==> src/rtl/dbg_view_seq_pkg.sv <==
// Shared types and constants for the debug value viewer: FSM states,
// the ack-timeout display word and the default segment animation table.
package dbg_view_seq_pkg;

  typedef enum logic [1:0] {
    ST_IDLE = 2'd0,
    ST_REQ  = 2'd1,
    ST_WAIT = 2'd2,
    ST_SHOW = 2'd3
  } state_t;

  localparam logic [63:0] TIMEOUT_DATA = 64'h00000000DEADBEEF;

  // Raw segment words, one byte per digit: segment a sweeps out, segment d
  // sweeps back, then three whole-display frames.
  localparam int PAT_TABLE_LEN = 19;
  localparam logic [63:0] PAT_TABLE [PAT_TABLE_LEN] = '{
    64'h0000_0000_0000_0001, 64'h0000_0000_0000_0100,
    64'h0000_0000_0001_0000, 64'h0000_0000_0100_0000,
    64'h0000_0001_0000_0000, 64'h0000_0100_0000_0000,
    64'h0001_0000_0000_0000, 64'h0100_0000_0000_0000,
    64'h0800_0000_0000_0000, 64'h0008_0000_0000_0000,
    64'h0000_0800_0000_0000, 64'h0000_0008_0000_0000,
    64'h0000_0000_0800_0000, 64'h0000_0000_0008_0000,
    64'h0000_0000_0000_0800, 64'h0000_0000_0000_0008,
    64'h4040_4040_4040_4040, 64'h3F3F_3F3F_3F3F_3F3F,
    64'h8080_8080_8080_8080
  };

endpackage

==> src/rtl/disp_pat_rom.sv <==
// Combinational lookup into the animation table; indices past the table
// or past PAT_DEPTH read as a blank display.
module disp_pat_rom
  import dbg_view_seq_pkg::*;
#(
  parameter int PAT_DEPTH = 19,
  parameter int IW        = (PAT_DEPTH > 1) ? $clog2(PAT_DEPTH) : 1
) (
  input  logic [IW-1:0] pat_idx_i,
  output logic [63:0]   pat_o
);

  always_comb begin
    pat_o = '0;
    for (int i = 0; i < PAT_TABLE_LEN; i++) begin
      if (i < PAT_DEPTH && int'(pat_idx_i) == i) pat_o = PAT_TABLE[i];
    end
  end

endmodule

==> src/rtl/dbg_view_seq.sv <==
// Steps through per-channel source addresses (or a segment animation) and
// latches the returned word for the seven-segment driver.
module dbg_view_seq
  import dbg_view_seq_pkg::*;
#(
  parameter int NCH       = 4,
  parameter int AW        = 5,
  parameter int DW        = 32,
  parameter int DIV_FAST  = 25,
  parameter int DIV_SLOW  = 27,
  parameter int PAT_DEPTH = 19,
  parameter int TO_CYC    = 255
) (
  input  logic                                   clk,
  input  logic                                   rstn,
  input  logic                                   speed_sel,
  input  logic                                   run,
  input  logic                                   step,
  input  logic                                   pat_mode,
  input  logic [NCH-1:0]                         ch_sel,
  input  logic [NCH*AW-1:0]                      ch_limit,
  output logic                                   rd_req,
  output logic [((NCH > 1) ? $clog2(NCH) : 1)-1:0] rd_ch,
  output logic [AW-1:0]                          rd_addr,
  input  logic                                   rd_ack,
  input  logic [DW-1:0]                          rd_data,
  output logic [63:0]                            disp_data,
  output logic                                   disp_mode,
  output logic [AW-1:0]                          cur_addr,
  output logic                                   busy,
  output logic                                   timeout_flag
);

  localparam int CW = (NCH > 1) ? $clog2(NCH) : 1;
  localparam int IW = (PAT_DEPTH > 1) ? $clog2(PAT_DEPTH) : 1;
  localparam int TW = $clog2(TO_CYC + 1);

  state_t          state_q, state_d;
  logic [CW-1:0]   ch_q, ch_d;
  logic [IW-1:0]   pat_idx_q, pat_idx_d;
  logic [TW-1:0]   timer_q, timer_d;
  logic [63:0]     disp_data_q, disp_data_d;
  logic [AW-1:0]   cur_addr_q, cur_addr_d;
  logic            timeout_q, timeout_d;
  logic            disp_mode_q;
  logic            step_s1_q, step_s2_q;
  logic [31:0]     presc_q;
  logic            presc_unused;
  logic            tick, trigger;
  logic [CW-1:0]   hot_idx;
  int              hot_cnt;
  logic [63:0]     pat_word;
  logic [NCH*AW-1:0] addr_all;
  logic [AW-1:0]   sel_addr;

  assign presc_unused = ^presc_q;
  assign tick    = speed_sel ? (&presc_q[DIV_SLOW-1:0]) : (&presc_q[DIV_FAST-1:0]);
  assign trigger = (run & tick) | (step_s1_q & ~step_s2_q);

  // Anything other than exactly one hot bit falls back to channel 0.
  always_comb begin
    hot_cnt = 0;
    hot_idx = '0;
    for (int i = 0; i < NCH; i++) begin
      if (ch_sel[i]) begin
        hot_cnt = hot_cnt + 1;
        hot_idx = CW'(i);
      end
    end
    if (hot_cnt != 1) hot_idx = '0;
  end

  disp_pat_rom #(.PAT_DEPTH(PAT_DEPTH), .IW(IW)) u_pat_rom (
    .pat_idx_i (pat_idx_q),
    .pat_o     (pat_word)
  );

  genvar gi;
  generate
    for (gi = 0; gi < NCH; gi++) begin : g_addr
      logic [AW-1:0] cnt_q;
      logic [AW-1:0] limit;
      assign limit = ch_limit[gi*AW +: AW];
      assign addr_all[gi*AW +: AW] = cnt_q;
      always_ff @(posedge clk or negedge rstn) begin
        if (!rstn) cnt_q <= '0;
        else if (state_q == ST_SHOW && ch_q == CW'(gi))
          cnt_q <= (cnt_q == limit) ? '0 : cnt_q + 1'b1;
      end
    end
  endgenerate

  assign sel_addr = addr_all[int'(ch_q)*AW +: AW];

  // The timer runs from REQ so that rd_req is high for exactly TO_CYC
  // cycles before the timeout word is shown; an ack in that cycle wins.
  always_comb begin
    state_d     = state_q;
    ch_d        = ch_q;
    pat_idx_d   = pat_idx_q;
    timer_d     = timer_q;
    disp_data_d = disp_data_q;
    cur_addr_d  = cur_addr_q;
    timeout_d   = timeout_q;
    case (state_q)
      ST_IDLE: begin
        if (trigger) begin
          if (pat_mode) begin
            disp_data_d = pat_word;
            pat_idx_d   = (pat_idx_q == IW'(PAT_DEPTH - 1)) ? '0 : pat_idx_q + 1'b1;
          end else begin
            state_d = ST_REQ;
            ch_d    = hot_idx;
            timer_d = '0;
          end
        end
      end
      ST_REQ: begin
        state_d = ST_WAIT;
        timer_d = timer_q + 1'b1;
      end
      ST_WAIT: begin
        if (rd_ack) begin
          disp_data_d = 64'(rd_data);
          cur_addr_d  = sel_addr;
          state_d     = ST_SHOW;
        end else if (timer_q == TW'(TO_CYC - 1)) begin
          disp_data_d = TIMEOUT_DATA;
          timeout_d   = 1'b1;
          state_d     = ST_SHOW;
        end else begin
          timer_d = timer_q + 1'b1;
        end
      end
      ST_SHOW: state_d = ST_IDLE;
      default: state_d = ST_IDLE;
    endcase
  end

  always_ff @(posedge clk or negedge rstn) begin
    if (!rstn) begin
      state_q     <= ST_IDLE;
      ch_q        <= '0;
      pat_idx_q   <= '0;
      timer_q     <= '0;
      disp_data_q <= 64'h1;
      cur_addr_q  <= '0;
      timeout_q   <= 1'b0;
      disp_mode_q <= 1'b0;
      step_s1_q   <= 1'b0;
      step_s2_q   <= 1'b0;
      presc_q     <= '0;
    end else begin
      state_q     <= state_d;
      ch_q        <= ch_d;
      pat_idx_q   <= pat_idx_d;
      timer_q     <= timer_d;
      disp_data_q <= disp_data_d;
      cur_addr_q  <= cur_addr_d;
      timeout_q   <= timeout_d;
      disp_mode_q <= pat_mode;
      step_s1_q   <= step;
      step_s2_q   <= step_s1_q;
      presc_q     <= presc_q + 32'd1;
    end
  end

  assign rd_req       = (state_q == ST_REQ) || (state_q == ST_WAIT);
  assign busy         = rd_req;
  assign rd_ch        = ch_q;
  assign rd_addr      = sel_addr;
  assign disp_data    = disp_data_q;
  assign disp_mode    = disp_mode_q;
  assign cur_addr     = cur_addr_q;
  assign timeout_flag = timeout_q;

endmodule

==> config.mk <==
export PLATFORM = sky130hd
export DESIGN_NAME = dbg_view_seq
export DESIGN_NICKNAME = d
export VERILOG_FILES = /design/src/rtl/dbg_view_seq_pkg.sv /design/src/rtl/disp_pat_rom.sv /design/src/rtl/dbg_view_seq.sv
export SDC_FILE = /design/constraint.sdc
export NUM_CORES = 1
export LEC_CHECK = 0
export ABC_AREA = 0
export CAP_MARGIN = 30
export CELL_PAD_IN_SITES_DETAIL_PLACEMENT = 1
export CELL_PAD_IN_SITES_GLOBAL_PLACEMENT = 1
export CORE_UTILIZATION = 25
export DETAILED_ROUTE_END_ITERATION = 10
export GPL_ROUTABILITY_DRIVEN = 1
export PLACE_DENSITY_LB_ADDON = 0.1
export SLEW_MARGIN = 10
export SYNTH_ARGS = -nofsm -noshare
export SYNTH_HDL_FRONTEND = slang
export SYNTH_SLANG_ARGS = --single-unit
==> constraint.sdc <==
create_clock -name clk -period 2.5 [get_ports clk]
set_input_delay 0.5 -clock clk [delete_from_list [all_inputs] [get_ports clk]]
set_output_delay 0.5 -clock clk [all_outputs]
set_load 0.02 [all_outputs]
* Word level (Yosys, flattened, before mapping)
Cells that the tools add are included. Widths: inputs -> output; s select.
Storage, ports and cells: input bits 63, logic and storage cells 137, output and inout port bits 80, register bits 142
Operators by class: $add $sub $neg 10, shifts and indexed selects 1, muxes and demuxes 48, eq/ne operators 37, bitwise gates (word level) 6, reduce and logical (&&, ||, !) cells 19, multiply operators 1
Operators by type and width (count):
- $mux 64 | 22
- $pmux 64 s2 | 1
- $add 32x2->32 const B | 3
- $mux 32 | 3
- $eq 5x5->1 const B | 12
- $add 32x1->32 const B | 1
- $mux 8 | 4
- $ne 32x2->1 const B | 1
- $reduce_and 27->1 | 1
- $add 5x1->5 const B | 5
- $mux 5 | 5
- $reduce_and 25->1 | 1
- $pmux 8 s3 | 1
- $eq 5x4->1 const B | 4
- $eq 5x5->1 | 4
- $shiftx 20x6->5 | 1
- $mux 2 | 7
- $reduce_and 3->1 | 4
- $eq 5x3->1 const B | 2
- $ne 2x2->1 const B | 5
- $add 8x1->8 const B | 1
- $eq 2x2->1 const B | 4
- $eq 8x8->1 const B | 1
- $pmux 2 s4 | 1
- other kinds (17) | 28

* Depth between registers and ports, before layout
depth after elaboration 23, depth in mapped cells 9, depth with buffers taken out 9

* Cells and area by module
A second synthesis with hierarchy kept.
Second synthesis, totals: cells, all modules 741, area total of the unflattened synthesis 7941.4 µm²
Modules (own cells, without submodules):
- dbg_view_seq | area each 7164.4 µm², cells an instance 638, sequential area each 3429.5 µm², instances 1
- disp_pat_rom | area each 777.0 µm², cells an instance 103, sequential area each 0.0 µm², instances 1

* Worst setup path before layout
Ideal clock, no wire load.
path kind register to register, start point register pat_idx_q[0], end point register disp_data_q[51] (netlist: disp_data[51]), cell stages (with the launch flop) 10, path buffers 2, setup time 0.125 ns, required time 2.375 ns, data arrival time 1.928 ns, clock period less this slack 2.053 ns, setup slack 0.447 ns, cell sequence dfrtp_1 > inv_1 > ha_1 > and4bb_1 > or2_1 > buf_2 > nor2_1 > buf_2 > a41o_1 > mux2_4
Between the ends: longest elaborated chain between the ends 21, elaborated cells between the ends (all ways) 37, those cells by class eq/ne: 17; mux: 20
RTL lines:
- start, declared | RTL line dbg_view_seq.sv:40 | logic [IW-1:0] pat_idx_q, pat_idx_d;
- start signal, assigned | RTL line dbg_view_seq.sv:156 | pat_idx_q <= pat_idx_d;
- $eq 5x3->1 | RTL line disp_pat_rom.sv:16 | if (i < PAT_DEPTH && int'(pat_idx_i) == i) pat_o = PAT_TABLE[i];
- $mux 64 (16 in series) | RTL line disp_pat_rom.sv:16
- $mux 64 (*) | RTL line disp_pat_rom.sv:16
- $mux 64 (*) | RTL line dbg_view_seq.sv:108 | if (pat_mode) begin
- $mux 64 (*) | RTL line dbg_view_seq.sv:107 | if (trigger) begin
- $pmux 64 s2 (*) | RTL line dbg_view_seq.sv:105 | case (state_q)
- end signal, assigned | RTL line dbg_view_seq.sv:158 | disp_data_q <= disp_data_d;
- end, declared | RTL line dbg_view_seq.sv:42 | logic [63:0] disp_data_q, disp_data_d;
Every way passes the cells marked *; elsewhere a longest branch is shown, timed or not. The select of a mux whose other input is x is not followed. A chain may end at the register's enable or synchronous reset.

* Final worst setup path
start point register state_q[1], end point output port rd_req
Between the ends: longest elaborated chain between the ends 2, elaborated cells between the ends (all ways) 3, those cells by class eq/ne: 2; reduce/logical: 1
RTL lines:
- start, declared | RTL line dbg_view_seq.sv:38 | state_t state_q, state_d;
- start signal, assigned | RTL line dbg_view_seq.sv:154 | state_q <= state_d;
- $eq 2x1->1 / $eq 2x2->1 (equally long branches) | RTL line dbg_view_seq.sv:168 | assign rd_req = (state_q == ST_REQ) || (state_q == ST_WAIT);
- $logic_or 1x1->1 (*) | RTL line dbg_view_seq.sv:168
- end, declared | RTL line dbg_view_seq.sv:22 | output logic rd_req,
Every way passes the cells marked *; elsewhere a longest branch is shown, timed or not.

==> flow_metrics.env <==
export IMPL_status="complete, no violations"
export IMPL_nets=890
export IMPL_grt_usage=0.152
export IMPL_cp_top_family="buffers and inverters"
export IMPL_insertedDiodeCount=0
export IMPL_dr_pass1_iters=4
export IMPL_dieArea_sq_um=26500
export IMPL_cp_buffers_inverters=2
export IMPL_floorplan_initialDensity=0.256
export IMPL_setup_ws_ps=163
export IMPL_dp_cells=1117
export IMPL_dp_slack_ps=-185
export IMPL_path_max_fanout=3
export IMPL_cts_tree="done"
export IMPL_clock_fmax_mhz=428
export IMPL_synth_seq_area_share=0.450
export IMPL_setup_violations=0
export IMPL_p_per_area_nw_per_um2=1160
export IMPL_netlist_instances=632
export IMPL_place_hpwl_um=14500
export IMPL_die_height_um=163
export IMPL_yosys_warnings=0
export IMPL_path_clk_slew_ps=50
export IMPL_p_leak_nw=3.92
export IMPL_grt_pass1_wl_um=31700
export IMPL_path_class="reg2out"
export IMPL_slowest_delay_ps=630
export IMPL_drt_wl_total_um=19200
export IMPL_cap_violations=0
export IMPL_rsz0062_at_grt="false"
export IMPL_boundaryPins=143
export IMPL_slew_headroom=0.623
export IMPL_synth_edf_count=0
export IMPL_grt_ovfl_total=0
export IMPL_dr_total_vias=5518
export IMPL_startpoint_type="flop"
export IMPL_drc=0
export IMPL_drv_slew=0
export IMPL_cts_buffers=17
export IMPL_port_buffers=142
export IMPL_cp_end_kind="primary output"
export IMPL_ys_types=61
export IMPL_antenna_found_initial=0
export IMPL_die_w_um=163
export IMPL_grt_pass1_vias=5872
export IMPL_htreeDepth=4
export IMPL_crit_arrival_ps=1840
export IMPL_drt_iter0_drc=253
export IMPL_synth_nets=714
export IMPL_cts_sinks=116
export IMPL_worst_slew_pin_slew_ps=560
export IMPL_cts_hold_buf=0
export IMPL_clockBufferDepth=2
export IMPL_core_area_sq_um=25300
export IMPL_place_congestion=0.771
export IMPL_cp_slowest_cell="clkdlybuf4s50_1"
export IMPL_power_total_w=0.0106
export IMPL_area_growth_syn_to_layout_pct=41.2
export IMPL_clk_latency_ps=410
export IMPL_finalCritPeriodShare=0.935
export IMPL_hold_viol_final=0
export IMPL_wl_per_cell_um=16.7
export IMPL_grt_start_max_net_pins=55
export IMPL_async_reset_ff_frac=1.00
export IMPL_ys_ff_latch=116
export IMPL_cts_root_buffer="clkbuf_16"
export IMPL_netlist_area_sq_um=6460
export IMPL_fin_cells=1150
export IMPL_fp_row_count=58
export IMPL_ir_drop_v=0.000427
export IMPL_drive_above_1_share=0.171
export IMPL_cp_data_required_time_ps=2000
export IMPL_ant_nets=0
export IMPL_finalClockSkew_ps=7.94
export IMPL_synth_ff_type="dfrtp_1"
export IMPL_min_path_type="in2async"
export IMPL_via_per_inst=4.80
export IMPL_worstPathCellList="inv_1 -> ha_1 -> clkdlybuf4s50_1"
export IMPL_fin_crit_ps=2340
export IMPL_syn_avg_cell_area_sq_um=10.2
state kept, by name (all words and copies together) (netlist names):
register and flops:
step_s1_q 1, timeout_flag 1, timer_q 8, step_s2_q 1, presc_q 27, g_addr.cnt_q 20, cur_addr 5, disp_data 43
disp_mode 1, rd_ch 2, state_q 2, pat_idx_q 5
cell usage after synthesis, types with 18 or more instances:
cell       n  area, sq um
nor2b_1   19          119
xnor2_1   32          280
nand2_1   45          169
nand3_1   31          155
dfrtp_1  115         2880
buf_4     24          180
ha_1      19          238
o21ai_0   72          360
inv_1     18         67.6
nor2_1    26         97.6
layout by cell type (no fill, tap or decap), drive strengths merged, types with 3 or more instances in the layout:
master,instances
clkdlybuf4s50,136
dfrtp,115
o21ai,76
buf,63
nand2,45
xnor2,32
nand3,31
nor2,27
clkbuf,21
nor3,20
nor2b,19
ha,19
inv,18
mux2,18
and3,17
a2bb2oi,17
xor2,15
nand4,13
a22o,12
a21oi,10
or2,8
a31oi,7
a21o,6
nand2b,6
clkinv,6
mux4,5
dlygate4sd2,5
nor4,5
o311ai,5
nand3b,4
o211ai,4
and4,3
o41ai,3
o31ai,3
bufinv,3
worst reg2reg max path: cells and delay by family, from the launching register on:
family / cells / cell delay, ps
simple gates: 2 / 350
compound gates: 3 / 640
flops: 1 / 350
fa+ha+maj: 1 / 230
buf+inv: 4 / 610
power by group:
part	leakage (nW)	switching [W]	internal (W)
clock network	0.292	0.000865	0.00161
logic	2.14	0.00258	0.00252
registers	1.48	0.000537	0.00245
total	3.92	0.00398	0.00657
stage by stage:
step                hold WS (ps)  utilization  area [sq um]  TNS, ps
detailed placement           389        0.337          8500    -5150
global placement             400        0.336          8480   -12910
finish                      31.2        0.361          9120        0
CTS                         41.1        0.361          9110        0
global route                49.9        0.361          9120        0
floorplan                    204            -          6460        0
kinds of logic after synthesis:
family | count (synthesis) | share of synthesized area
AND/OR/NAND/NOR | 208 | 0.176
buffers and inverters | 65 | 0.0548
flip-flops | 116 | 0.450
multiplexers | 23 | 0.0564
AO/OA/AOI/OAI | 154 | 0.162
adder cells (fa/ha/maj) | 19 | 0.0368
XOR/XNOR | 47 | 0.0637
path summary, 6_finish.rpt:
check	startpoint	endpoint	slack, ps	cells past startpoint
max in group asynchronous	rstn	disp_data[0]	1780	2
setup / recovery	state_q[1]	rd_req	160	3
hold / removal	rstn	disp_data[7]	30	1
setup reg to reg	state_q[0]	timer_q[3]	250	10
min in group clk	step_s1_q	step_s2_q	390	0
hold reg to reg	step_s1_q	step_s2_q	390	0
per-layer routing:
| layer | routed length [um] | share of wire | vias to the layer above | global-route usage |
|---|---|---|---|---|
| li1 | - | - | 2627 | - |
| met1 | 8870 | 0.46 | 2735 | 0.198 |
| met2 | 9130 | 0.48 | 137 | 0.250 |
| met3 | 863 | 0.045 | 19 | 0.0283 |
| met4 | 314 | 0.016 | 0 | 0.0573 |
| met5 | 0 | 0 | - | 0 |
layout make-up:
class	count	area, sq um
well taps	330	413
clock inverters	10	131
inverters	18	67.6
clock buffers	21	460
multi-input cells	451	3210
fillers	2806	16100
repair buffers	204	1940
flip-flops and latches	116	2910
repair_timing:
| action | 4_1_cts | 5_1_grt |
|---|---|---|
| gates resized for setup | 6 | 1 |
| setup buffers | 2 | 0 |
| pin swaps | 1 | 0 |
| setup endpoints to repair | 12 | 1 |
Power figures use the tool's default switching activity.
